--- config.mk ---
export PLATFORM = sky130hd
export DESIGN_NAME = ofdm_mod_sched
export DESIGN_NICKNAME = d
export VERILOG_FILES = /design/src/rtl/ofdm_pkg.sv /design/src/rtl/ofdm_mod_sched_bit_packer.sv /design/src/rtl/ofdm_mod_sched.sv
export SDC_FILE = /design/constraint.sdc
export NUM_CORES = 1
export LEC_CHECK = 0
export ABC_AREA = 1
export BUFFER_PORTS_ARGS = -buffer_cell sky130_fd_sc_hd__buf_2
export CAP_MARGIN = 0
export CORE_UTILIZATION = 30
export DETAILED_ROUTE_END_ITERATION = 16
export SLEW_MARGIN = 15
export SYNTH_ARGS = -nofsm -noshare
export SYNTH_HDL_FRONTEND = slang
export SYNTH_SLANG_ARGS = --single-unit
--- constraint.sdc ---
create_clock -name CLK_I -period 5.3 [get_ports CLK_I]
set_clock_uncertainty 0.05 [all_clocks]
set_input_delay 0.53 -clock CLK_I [delete_from_list [all_inputs] [get_ports CLK_I]]
set_output_delay 0.53 -clock CLK_I [all_outputs]
set_load 0.05 [all_outputs]
--- src/rtl/ofdm_pkg.sv ---
// Shared types and helpers for the OFDM TX mapper path: modulation codes,
// sequencer states, chunk payload and bits-per-symbol lookup.
package ofdm_pkg;

  localparam int unsigned NSUB_DEF = 192;
  localparam int unsigned BYTE_W   = 8;
  localparam int unsigned BUF_W    = 14;
  localparam int unsigned CNT_W    = 4;
  localparam int unsigned CHUNK_W  = 6;
  localparam int unsigned K_W      = 3;

  typedef enum logic [1:0] {
    MOD_BPSK  = 2'd0,
    MOD_QPSK  = 2'd1,
    MOD_QAM16 = 2'd2,
    MOD_QAM64 = 2'd3
  } mod_e;

  typedef enum logic [2:0] {
    ST_IDLE  = 3'd0,
    ST_RUN   = 3'd1,
    ST_FLUSH = 3'd2,
    ST_PAD   = 3'd3,
    ST_DONE  = 3'd4
  } state_e;

  // Registered chunk payload toward the mapper stage
  typedef struct packed {
    logic               sos;
    logic [CHUNK_W-1:0] dat;
  } chunk_t;

  function automatic logic [K_W-1:0] bits_per_sym(input mod_e m);
    case (m)
      MOD_BPSK:  return K_W'(1);
      MOD_QPSK:  return K_W'(2);
      MOD_QAM16: return K_W'(4);
      default:   return K_W'(6);
    endcase
  endfunction

  // Low k bits set, right-aligned in a chunk
  function automatic logic [CHUNK_W-1:0] k_mask(input logic [K_W-1:0] k);
    return CHUNK_W'((7'd1 << k) - 7'd1);
  endfunction

endpackage

--- src/rtl/ofdm_mod_sched_bit_packer.sv ---
// MSB-first bit buffer: loads bytes below the valid bits and releases the top
// K bits per take; bits below the valid region always hold the fill value.
module bit_packer
  import ofdm_pkg::*;
#(
  parameter logic PAD_BIT = 1'b1
) (
  input  logic               CLK_I,
  input  logic               RST_I,
  input  logic [K_W-1:0]     k,
  input  logic               load,
  input  logic [BYTE_W-1:0]  din,
  input  logic               take,
  output logic [CNT_W-1:0]   cnt,
  output logic [CHUNK_W-1:0] chunk_c
);

  localparam logic [BUF_W-1:0] FILL = {BUF_W{PAD_BIT}};

  logic [BUF_W-1:0] buf_q, buf_d;
  logic [CNT_W-1:0] cnt_q, cnt_d;
  logic [BUF_W-1:0] keep_m, din_sh, fill_lo;
  logic [K_W-1:0]   shamt;

  // Next buffer contents; a take below K bits drains to zero, leaving fill behind
  always_comb begin
    buf_d   = buf_q;
    cnt_d   = cnt_q;
    keep_m  = ~({BUF_W{1'b1}} >> cnt_q);
    din_sh  = {din, {(BUF_W-BYTE_W){PAD_BIT}}} >> cnt_q;
    fill_lo = PAD_BIT ? BUF_W'(k_mask(k)) : '0;
    if (load) begin
      buf_d = (buf_q & keep_m) | (din_sh & ~keep_m);
      cnt_d = cnt_q + CNT_W'(BYTE_W);
    end else if (take) begin
      buf_d = (buf_q << k) | fill_lo;
      cnt_d = (cnt_q > CNT_W'(k)) ? cnt_q - CNT_W'(k) : '0;
    end
  end

  always_ff @(posedge CLK_I or negedge RST_I) begin
    if (!RST_I) begin
      buf_q <= FILL;
      cnt_q <= '0;
    end else begin
      buf_q <= buf_d;
      cnt_q <= cnt_d;
    end
  end

  assign shamt   = K_W'(CHUNK_W) - k;
  assign chunk_c = buf_q[BUF_W-1 -: CHUNK_W] >> shamt;
  assign cnt     = cnt_q;

endmodule

--- src/rtl/ofdm_mod_sched.sv ---
// Burst sequencer for the TX constellation mappers: slices a byte stream into
// K-bit chunks and pads each burst to whole OFDM symbols of NSUB chunks.
module ofdm_mod_sched
  import ofdm_pkg::*;
#(
  parameter int unsigned NSUB    = NSUB_DEF,
  parameter logic        PAD_BIT = 1'b1
) (
  input  logic               CLK_I,
  input  logic               RST_I,
  input  logic [1:0]         MOD_SEL,
  input  logic [BYTE_W-1:0]  DAT_I,
  input  logic               CYC_I,
  input  logic               STB_I,
  input  logic               WE_I,
  output logic               ACK_O,
  output logic [CHUNK_W-1:0] DAT_O,
  output logic [1:0]         MOD_O,
  output logic               SOS_O,
  output logic               CYC_O,
  output logic               STB_O,
  output logic               WE_O,
  input  logic               ACK_I
);

  localparam int unsigned      SYM_W    = (NSUB > 1) ? $clog2(NSUB) : 1;
  localparam logic [SYM_W-1:0] SYM_LAST = SYM_W'(NSUB - 1);

  state_e             state_q, state_d;
  mod_e               mod_q, mod_d;
  chunk_t             out_q, out_d;
  logic               stb_q, stb_d;
  logic               cyc_q, cyc_d;
  logic [SYM_W-1:0]   sym_q, sym_d;

  logic [K_W-1:0]     k;
  logic [CNT_W-1:0]   cnt;
  logic [CHUNK_W-1:0] chunk_c;
  logic               out_free, halt, load, take, emit_pad;

  assign k        = bits_per_sym(mod_q);
  assign out_free = ~stb_q | ACK_I;
  assign halt     = stb_q & ~ACK_I;
  assign load     = CYC_I & STB_I & WE_I & (state_q == ST_RUN)
                  & (cnt < CNT_W'(k)) & ~halt;

  bit_packer #(
    .PAD_BIT (PAD_BIT)
  ) u_packer (
    .CLK_I   (CLK_I),
    .RST_I   (RST_I),
    .k       (k),
    .load    (load),
    .din     (DAT_I),
    .take    (take),
    .cnt     (cnt),
    .chunk_c (chunk_c)
  );

  // Next state, emit decisions and output register updates
  always_comb begin
    state_d  = state_q;
    mod_d    = mod_q;
    cyc_d    = cyc_q;
    out_d    = out_q;
    stb_d    = stb_q;
    sym_d    = sym_q;
    take     = 1'b0;
    emit_pad = 1'b0;

    // Symbol position advances on each accepted chunk
    if (stb_q && ACK_I) begin
      sym_d     = (sym_q == SYM_LAST) ? '0 : sym_q + SYM_W'(1);
      stb_d     = 1'b0;
      out_d.sos = 1'b0;
    end

    case (state_q)
      ST_IDLE: begin
        if (CYC_I) begin
          state_d = ST_RUN;
          mod_d   = mod_e'(MOD_SEL);
          cyc_d   = 1'b1;
          sym_d   = '0;
        end
      end
      ST_RUN: begin
        take = out_free && (cnt >= CNT_W'(k));
        if (!CYC_I) state_d = ST_FLUSH;
      end
      ST_FLUSH: begin
        if (out_free) begin
          if (cnt != '0) take = 1'b1;
          else           state_d = ST_PAD;
        end
      end
      ST_PAD: begin
        if (out_free) begin
          if (sym_d != '0) emit_pad = 1'b1;
          else             state_d  = ST_DONE;
        end
      end
      ST_DONE: begin
        if (out_free) begin
          cyc_d   = 1'b0;
          state_d = ST_IDLE;
        end
      end
      default: state_d = ST_IDLE;
    endcase

    if (take || emit_pad) begin
      stb_d     = 1'b1;
      out_d.sos = (sym_d == '0);
      out_d.dat = take ? chunk_c : (PAD_BIT ? k_mask(k) : '0);
    end
  end

  always_ff @(posedge CLK_I or negedge RST_I) begin
    if (!RST_I) begin
      state_q <= ST_IDLE;
      mod_q   <= MOD_BPSK;
      cyc_q   <= 1'b0;
      out_q   <= '0;
      stb_q   <= 1'b0;
      sym_q   <= '0;
    end else begin
      state_q <= state_d;
      mod_q   <= mod_d;
      cyc_q   <= cyc_d;
      out_q   <= out_d;
      stb_q   <= stb_d;
      sym_q   <= sym_d;
    end
  end

  assign ACK_O = load;
  assign DAT_O = out_q.dat;
  assign SOS_O = out_q.sos;
  assign MOD_O = mod_q;
  assign CYC_O = cyc_q;
  assign STB_O = stb_q;
  assign WE_O  = stb_q;

endmodule

==> run_results.csv, run 1 <==
group,metric,value,unit
status,outcome,"finished clean",
clocking,numCtsBuffers,5,
power_and_ir_drop,p_int,1.02,mW
yosys,yosysWarningCount,0,
power_and_ir_drop,combPwrFrac,0.629,
yosys,syn-num-nets,478,
setup_path,rrSetupSlack,2.23,ns
finish,num-nets-final,497,
clocking,cts_root_buf,"clkbuf_8",
yosys,yosysMostFrequentCell,"nand2_1",
clocking,cts_tree,"yes",
clocking,insertion_delay,0.30,ns
global_route,grt_use_total,0.163,
placed_design,placed_cells_incl_taps,603,
drt,dr.pass1.iters,7,
clocking,clockBufferDepth,2,
drt,routedWlPerCell,13.0,um
clocking,cts_max_level,2,
sta,setup_tns,0,ns
setup_path,slowest_stage,"dfrtp_1",
placed_design,numPortBuffers,28,
global_route,grt_pass1_vias,2846,
global_route,grt_overflow_total,0,
power_and_ir_drop,clockPowerShare,0.095,
drt,ant_nets,0,
setup_path,start_kind,"flop",
sta,drv_slew,0,
finish,final_cells,611,
power_and_ir_drop,seqPwrFrac,0.276,
finish,drive_gt1_frac,0.159,
drt,top_layer_used,"met4",
global_route,grt_first_pass_wirelength,13400,um
drt,viasPerCell,5.00,
yosys,async_flop_share,1.00,
setup_path,path_class,"flop to output pin",
sta,setup_viol,0,
power_and_ir_drop,power_density,693,mW/mm^2
sta,max_freq,0.273,GHz
drt,drt_iter0_markers,200,
yosys,synth.top_cell.area_share,0.215,
placed_design,globalplace.congestion,0.944,
clocking,post_cts_resized,0,
yosys,ys_seq_elements,40,
clocking,clkTransAtPathRegs,0.08,ns
setup_path,required,4.72,ns
yosys,synth.largest_area_cell,"dfrtp_1",
power_and_ir_drop,switchingPower,1.29,mW
sta,rsz0062_at_grt,"no",
finish,multi_input_area,0.00171,mm^2
clocking,clkSinkCount,40,
floorplan,start_util,0.310,
floorplan,row_count,36,
clocking,ctsHoldBuffers,0,
drt,vias,3053,
global_route,grt_max_degree,41,
worst_hold_path,hp-class,"primary input to asynchronous set/reset pin",
setup_path,r2r_start,"MOD_O[1]",
yosys,synth_edf_count,0,
sta,fin_crit_sh,0.691,
setup_path,worst-path-max-fanout,16,
floorplan,pin_count,29,
floorplan,dieArea,0.0105,mm^2
yosys,synth.area.top_cells,"dfrtp_1 (21%), nand2_1 (17%), dfstp_2 (12%), o21ai_0 (7.6%), nand3_1 (7.1%)",
sta,finalHoldViolations,0,
setup_path,crit_arrival,3.08,ns
power_and_ir_drop,p_leak,1.61,nW
placed_design,dp_hpwl,5900,um
drt,drc_errors,0,
yosys,syn-cell-area,0.00303,mm^2
power_and_ir_drop,ir_worst_vdd,189,uV
yosys,synth_common_cells,"nand2_1 (136), inv_1 (46), o21ai_0 (46)",
clocking,post_cts_buffers,0,
finish,seqCellArea,0.00102,mm^2
drt,wl_met2,3560,um
global_route,antenna_found_initial,0,
yosys,synth_top_flop_cell,"dfrtp_1",
finish,num_antenna_cells,0,
setup_path,r2r_cells,14,
run,drv_cap,0,
setup_path,crit_chain,"nor2_2 -> ha_1 -> inv_1 -> fa_1 -> nand2_2 -> nand2_2 -> inv_2 -> nand2_2 -> inv_2 -> buf_2",
power_and_ir_drop,swShare,0.558,
floorplan,die_w,102,um
setup_path,crit_path_max_incr_delay,0.55,ns
setup_path,end_kind,"output pin",
sta,period_needed,3.66,ns
finish,nFillCells,1088,
floorplan,die_y,102,um
yosys,avgSynthCellArea,6.61,um^2
yosys,ys_types,38,
yosys,synth_cells,458,
yosys,yosysSeqAreaShare,0.336,
drt,wirelength_met1,3850,um
drt,drt_wl_total,7930,um
drt,met3_length,375,um
setup_path,r2r-end,"u_packer.cnt[1]",
setup_path,critPathMostFrequentCell,"nand2_2",
sta,relSlewSlack,0.384,
finish,area_delta_synth_final,9.71,%
sta,worstMarginPinSlew,0.924,ns
floorplan,core-area,0.00977,mm^2
-- through the flow --
step                      utilization  instance area, um^2  setup WS [ns]  hold WS (ns)  total power [mW]
after floorplan                     -                 3030           2.34         0.184              1.78
after global placement          0.331                 3230           2.09         0.446              2.06
after detailed placement        0.331                 3230           2.01         0.444              2.07
after CTS                       0.340                 3320           1.69         0.336              2.29
after global routing            0.340                 3320           1.42         0.384              2.53
final                           0.340                 3320           1.64         0.316              2.30
-- how the worst max path moves through the flow --
stage / from / endpoint / slack (ns) / depth (start not counted)
after floorplan: MOD_O[1] / ACK_O / 2.34 / 12
after global placement: MOD_O[0] / ACK_O / 2.09 / 10
after detailed placement: MOD_O[0] / ACK_O / 2.01 / 10
after CTS: MOD_O[1] / ACK_O / 1.69 / 10
after global routing: MOD_O[1] / ACK_O / 1.42 / 10
final: MOD_O[1] / ACK_O / 1.64 / 10
-- cell type report --
type | instances | area share
inverters | 52 | 0.0602
flip-flops and latches | 40 | 0.306
repair buffers | 28 | 0.0422
multi-input cells | 350 | 0.513
well taps | 133 | 0.0501
clock buffers | 6 | 0.0248
clock inverters | 2 | 0.00301
-- routing by layer --
metal / GRT usage / vias up
li1: - / 1550
met1: 0.220 / 1385
met2: 0.267 / 102
met3: 0.0253 / 16
met4: 0.0473 / 0
met5: 0 / -
-- worst max-delay path: cells and delay by family (launching register included) --
family | cells | cell delay (ns)
AND/OR/NAND/NOR | 4 | 0.88
buffers and inverters | 4 | 0.71
adder cells (fa/ha/maj) | 2 | 0.64
flip-flops | 1 | 0.55
-- power by group through the flow --
stage          logic, mW  registers, mW  clock network [mW]
6_report            1.45          0.636               0.219
5_1_grt             1.63          0.658               0.237
4_1_cts             1.44          0.634               0.224
3_5_place_dp        1.43          0.640                   0
3_3_place_gp        1.43          0.634                   0
2_1_floorplan       1.08          0.704                   0
-- cells by family after synthesis --
family / share of synthesized area
buffers and inverters: 0.101
adder cells (fa/ha/maj): 0.0190
XOR/XNOR: 0.00578
AO/OA/AOI/OAI: 0.172
AND/OR/NAND/NOR: 0.363
multiplexers: 0.00330
flip-flops: 0.336
-- cells in the final DEF, fill, tap and decap left out, drive strengths merged --
| cell | n |
|---|---|
| a21boi | 1 |
| a21oi | 10 |
| a31oi | 1 |
| buf | 28 |
| clkbuf | 6 |
| clkinv | 3 |
| dfrtp | 26 |
| dfstp | 14 |
| fa | 1 |
| ha | 3 |
| inv | 51 |
| mux2i | 1 |
| nand2 | 145 |
| nand3 | 46 |
| nand3b | 3 |
| nand4 | 5 |
| nor2 | 41 |
| nor3 | 6 |
| nor3b | 1 |
| o211ai | 9 |
| o21ai | 58 |
| o21bai | 2 |
| o221ai | 2 |
| o22ai | 9 |
| o31ai | 1 |
| or2 | 3 |
| xor2 | 2 |
Power figures use the tool's default switching activity.
==> run 2: changes to the inputs <==
==> constraint.sdc (replaced) <==
create_clock -name CLK_I -period 3.1 [get_ports CLK_I]
set_clock_uncertainty 0.05 [all_clocks]
set_input_delay 0.31 -clock CLK_I [delete_from_list [all_inputs] [get_ports CLK_I]]
set_output_delay 0.31 -clock CLK_I [all_outputs]
set_load 0.05 [all_outputs]
==> run 2 against run 1 <==
  * Hold slack worse by 0.23 ns
  * Critical path type unchanged
  * Cell count is 0.82% higher
  * Die area stayed put
  * Highest routed layer unchanged
  * Largest cell class unchanged
  * Via count is 0.56% higher
  * Worst setup slack worse by 1.3 ns
  * Sequential cell count stayed put
  * Wire length is 1.6% higher
  * Utilization is 0.68 points higher
  * Sequential share of layout area is 0.53 points lower
  * Non-clock buffer count is 5 higher
==> run_results.csv, run 2 (synthesis gave the netlist of run 1 again) <==
group,metric,value,unit
status,outcome,"finished clean",
sta,setup_tns,0,ns
global_route,antenna_found_initial,0,
setup_path,required,2.74,ns
clocking,cts_max_level,2,
run,drv_cap,0,
drt,drt_wl_total,8050,um
sta,hold_ws,0.0823,ns
clocking,insertion_delay,0.30,ns
sta,finalHoldViolations,0,
setup_path,start_kind,"flop",
power_and_ir_drop,power_density,1190,mW/mm^2
clocking,clkSinkCount,40,
drt,routedWlPerCell,13.1,um
placed_design,numPortBuffers,28,
drt,vias,3070,
finish,num-nets-final,502,
clocking,cts_root_buf,"clkbuf_8",
setup_path,r2r_start,"u_packer.cnt[0]",
power_and_ir_drop,ir_worst_vdd,287,uV
drt,drc_errors,0,
setup_path,r2r-end,"u_packer.cnt[1]",
global_route,grt_use_total,0.170,
floorplan,row_count,36,
finish,nFillCells,1093,
worst_hold_path,hp-class,"primary input to asynchronous set/reset pin",
sta,period_needed,2.80,ns
drt,ant_nets,0,
clocking,ctsHoldBuffers,0,
floorplan,pin_count,29,
sta,relSlewSlack,0.393,
clocking,cts_tree,"yes",
finish,mostFrequentLayoutCell,"nand2_1",
finish,area_delta_synth_final,11.9,%
placed_design,dp_hpwl,6080,um
setup_path,end_kind,"output pin",
global_route,grt_first_pass_wirelength,14000,um
finish,final_cell_mix,"nand2_1 (136), inv_1 (46), o21ai_0 (46)",
clocking,clockBufferDepth,2,
setup_path,rrSetupSlack,0.49,ns
sta,rsz0062_at_grt,"no",
sta,drv_slew,0,
setup_path,r2r_cells,14,
placed_design,globalplace.congestion,0.893,
global_route,grt_overflow_total,0,
floorplan,start_util,0.310,
power_and_ir_drop,p_leak,1.64,nW
floorplan,dieArea,0.0105,mm^2
clocking,clkTransAtPathRegs,0.08,ns
floorplan,die_y,102,um
power_and_ir_drop,power,4.04,mW
setup_path,worst-path-max-fanout,16,
sta,worstMarginPinSlew,0.911,ns
finish,final_util,0.347,
drt,dr.pass1.iters,5,
sta,max_freq,0.358,GHz
finish,drive_gt1_frac,0.174,
global_route,grt_max_degree,41,
setup_path,crit_arrival,2.44,ns
setup_path,path_class,"flop to output pin",
drt,drt_iter0_markers,255,
sta,fin_crit_sh,0.902,
drt,viasPerCell,4.98,
floorplan,die_w,102,um
floorplan,core-area,0.00977,mm^2
clocking,numCtsBuffers,5,
global_route,grt_pass1_vias,2944,
finish,num_antenna_cells,0,
sta,setup_viol,0,
-- run 2: how the worst max path moves through the flow --
stage | end | start | slack (ns) | cells after the start
6_report | ACK_O | u_packer.cnt[0] | 0.30 | 10
5_1_grt | ACK_O | u_packer.cnt[0] | 0.08 | 10
4_1_cts | ACK_O | MOD_O[0] | 0.14 | 10
3_5_place_dp | u_packer.cnt[1] | u_packer.cnt[0] | 0.34 | 14
3_3_place_gp | u_packer.cnt[1] | u_packer.cnt[0] | 0.49 | 14
2_1_floorplan | flop | MOD_O[1] | 0.35 | 15
-- run 2: area by class of cell --
class                           count  area, um^2  share of cell area
Timing Repair Buffer               33         180              0.0532
Inverter                           52         205              0.0605
Clock buffer                        5        68.8              0.0203
Tap cell                          133         166              0.0491
Sequential cell                    40        1020               0.301
Clock inverter                      3        42.5              0.0126
Multi-Input combinational cell    350        1710               0.503
-- run 2: critical path, cell delays in order (launching register included) --
cell	delay, ns
dfrtp_2	0.49
clkinvlp_4	0.23
ha_1	0.25
inv_1	0.09
fa_1	0.22
nand2_2	0.07
nand2_2	0.08
inv_2	0.05
nand2_2	0.17
clkinv_2	0.22
clkbuf_4	0.27
-- run 2: power breakdown --
group / total (mW) / switching [mW] / leakage, nW / internal [mW]
sequential: 1.07 / 0.255 / 0.482 / 0.819
clock: 0.436 / 0.198 / 0.0541 / 0.238
combinational: 2.53 / 1.75 / 1.10 / 0.783
-- run 2: timing repair --
action	4_1_cts	5_1_grt
endpoints found under the setup margin	0	1
buffers inserted	0	0
resized for setup	0	5
-- run 2: per-layer routing --
layer  vias up  track usage  wire length, um
li1       1553            -                -
met1      1428        0.229             3930
met2        80        0.281             3680
met3         9       0.0274              341
met4         0       0.0484               97
met5         -            0                0
-- run 2: through the flow --
stage	instances	cell area [um^2]	setup WS, ns
6_report	616	3390	0.305
4_1_cts	616	3380	0.140
2_1_floorplan	458	3030	0.349
3_3_place_gp	608	3270	0.488
3_5_place_dp	608	3270	0.343
5_1_grt	616	3390	0.0785
==> run 3: changes to the inputs <==
--- a/config.mk
+++ b/config.mk
@@ -10,6 +10,7 @@
 export CAP_MARGIN = 0
 export CORE_UTILIZATION = 30
 export DETAILED_ROUTE_END_ITERATION = 16
+export PLACE_DENSITY = 0.59
 export SLEW_MARGIN = 15
 export SYNTH_ARGS = -nofsm -noshare
 export SYNTH_HDL_FRONTEND = slang
==> run 3 against run 2 <==
  * Hold slack gained 0.016 ns
  * Wire length fell by 0.51%
  * Maximum frequency fell by 3.3%
  * Critical path depth did not move
  * First-iteration DRC count shrank 4.7%
  * Largest cell class unchanged
  * Critical endpoint unchanged
  * Die area did not move
==> run_results.csv, run 3 (synthesis gave the netlist of run 1 again) <==
group,metric,value,unit
setup_path,path_class,"flop to output pin",
power_and_ir_drop,seqPwrFrac,0.270,
finish,area_delta_synth_final,10.9,%
clocking,clockBufferDepth,2,
clocking,numCtsBuffers,5,
clocking,ctsHoldBuffers,0,
placed_design,globalplace.congestion,0.872,
worst_hold_path,hp-class,"primary input to asynchronous set/reset pin",
clocking,clkSinkCount,40,
setup_path,slowest_stage,"dfrtp_1",
sta,relSlewSlack,0.379,
power_and_ir_drop,power_density,1180,mW/mm^2
floorplan,start_util,0.310,
drt,routedWlPerCell,13.0,um
floorplan,die_y,102,um
power_and_ir_drop,swShare,0.553,
clocking,clkTransAtPathRegs,0.08,ns
clocking,post_cts_buffers,0,
global_route,grt_use_total,0.169,
power_and_ir_drop,switchingPower,2.19,mW
power_and_ir_drop,p_leak,1.64,nW
power_and_ir_drop,ir_worst_vdd,364,uV
sta,setup_tns,0,ns
setup_path,start_kind,"flop",
finish,final_cell_mix,"nand2_1 (136), inv_1 (46), o21ai_0 (46)",
setup_path,rrSetupSlack,0.34,ns
drt,ant_nets,0,
global_route,grt_max_degree,41,
floorplan,pin_count,29,
global_route,antenna_found_initial,0,
sta,fin_crit_sh,0.933,
drt,drc_errors,0,
status,outcome,"finished clean",
setup_path,critPathMostFrequentCell,"nand2_2",
sta,period_needed,2.89,ns
setup_path,r2r_start,"u_packer.cnt[0]",
clocking,cts_root_buf,"clkbuf_8",
finish,nFillCells,1096,
finish,final_util,0.344,
drt,drt_iter0_markers,243,
power_and_ir_drop,combPwrFrac,0.636,
finish,drive_gt1_frac,0.168,
setup_path,end_kind,"output pin",
global_route,grt_overflow_total,0,
setup_path,cp_num_cells,10,
sta,max_freq,0.346,GHz
drt,dr.pass1.iters,5,
setup_path,r2r_cells,14,
power_and_ir_drop,power,3.96,mW
floorplan,dieArea,0.0105,mm^2
power_and_ir_drop,clockPowerShare,0.095,
setup_path,r2r-end,"u_packer.cnt[1]",
global_route,grt_first_pass_wirelength,13800,um
clocking,cts_max_level,2,
run,drv_cap,0,
placed_design,dp_hpwl,6000,um
finish,num-nets-final,502,
power_and_ir_drop,p_int,1.77,mW
setup_path,path_buf_inv,4,
sta,worstMarginPinSlew,0.931,ns
setup_path,crit_path_max_incr_delay,0.57,ns
sta,drv_slew,0,
clocking,post_cts_resized,0,
placed_design,dp_slack,0.387,ns
placed_design,numPortBuffers,28,
floorplan,core-area,0.00977,mm^2
setup_path,crit_chain,"nor2_2 -> ha_1 -> inv_1 -> fa_1 -> nand2_2 -> nand2_2 -> inv_2 -> nand2_2 -> inv_2 -> buf_2",
sta,rsz0062_at_grt,"no",
setup_path,crit_family,"buffers and inverters",
sta,worst_slack,0.209,ns
setup_path,worst-path-max-fanout,16,
clocking,insertion_delay,0.30,ns
setup_path,crit_arrival,2.53,ns
floorplan,row_count,36,
global_route,grt_pass1_vias,2845,
clocking,cts_tree,"yes",
drt,drt_wl_total,8010,um
finish,num_antenna_cells,0,
floorplan,die_w,102,um
drt,vias,3043,
finish,mostFrequentLayoutCell,"nand2_1",
sta,setup_viol,0,
setup_path,required,2.74,ns
sta,finalHoldViolations,0,
drt,viasPerCell,4.94,
## run 3: area by class of cell
type | count | area, um^2 | share of cell area
Clock buffer | 6 | 82.6 | 0.0246
Clock inverter | 2 | 10.0 | 0.00298
Inverter | 52 | 200 | 0.0596
Multi-Input combinational cell | 350 | 1710 | 0.507
Sequential cell | 40 | 1020 | 0.303
Tap cell | 133 | 166 | 0.0495
Timing Repair Buffer | 33 | 178 | 0.0529
## run 3: per-stage QoR
step           std cells  hold WS (ns)  instance area, um^2
2_1_floorplan        458       -0.0356                 3030
3_3_place_gp         608         0.444                 3270
5_1_grt              616         0.182                 3360
3_5_place_dp         608         0.443                 3270
4_1_cts              616         0.145                 3360
6_report             616        0.0987                 3360
## run 3: per-layer routing
metal,vias up,part of all wire,GRT usage
met5,-,0,0
met4,0,0.012,0.0527
met1,1395,0.49,0.238
met3,10,0.046,0.0294
met2,82,0.45,0.261
li1,1556,-,-
## run 3: how the worst max path moves through the flow
stage / start / endpoint / slack [ns]
after floorplan: MOD_O[1] / flop / 0.35
after global placement: u_packer.cnt[0] / u_packer.cnt[1] / 0.49
after detailed placement: u_packer.cnt[0] / u_packer.cnt[1] / 0.39
after CTS: MOD_O[0] / ACK_O / 0.21
after global routing: MOD_O[0] / ACK_O / 0.02
final: MOD_O[0] / ACK_O / 0.21
## run 3: power by group through the flow
stage	combinational, mW	sequential [mW]	clock [mW]
after floorplan	1.84	1.20	0
after global placement	2.50	1.07	0
after detailed placement	2.50	1.07	0
after CTS	2.52	1.06	0.387
after global routing	2.87	1.11	0.413
final	2.52	1.07	0.376
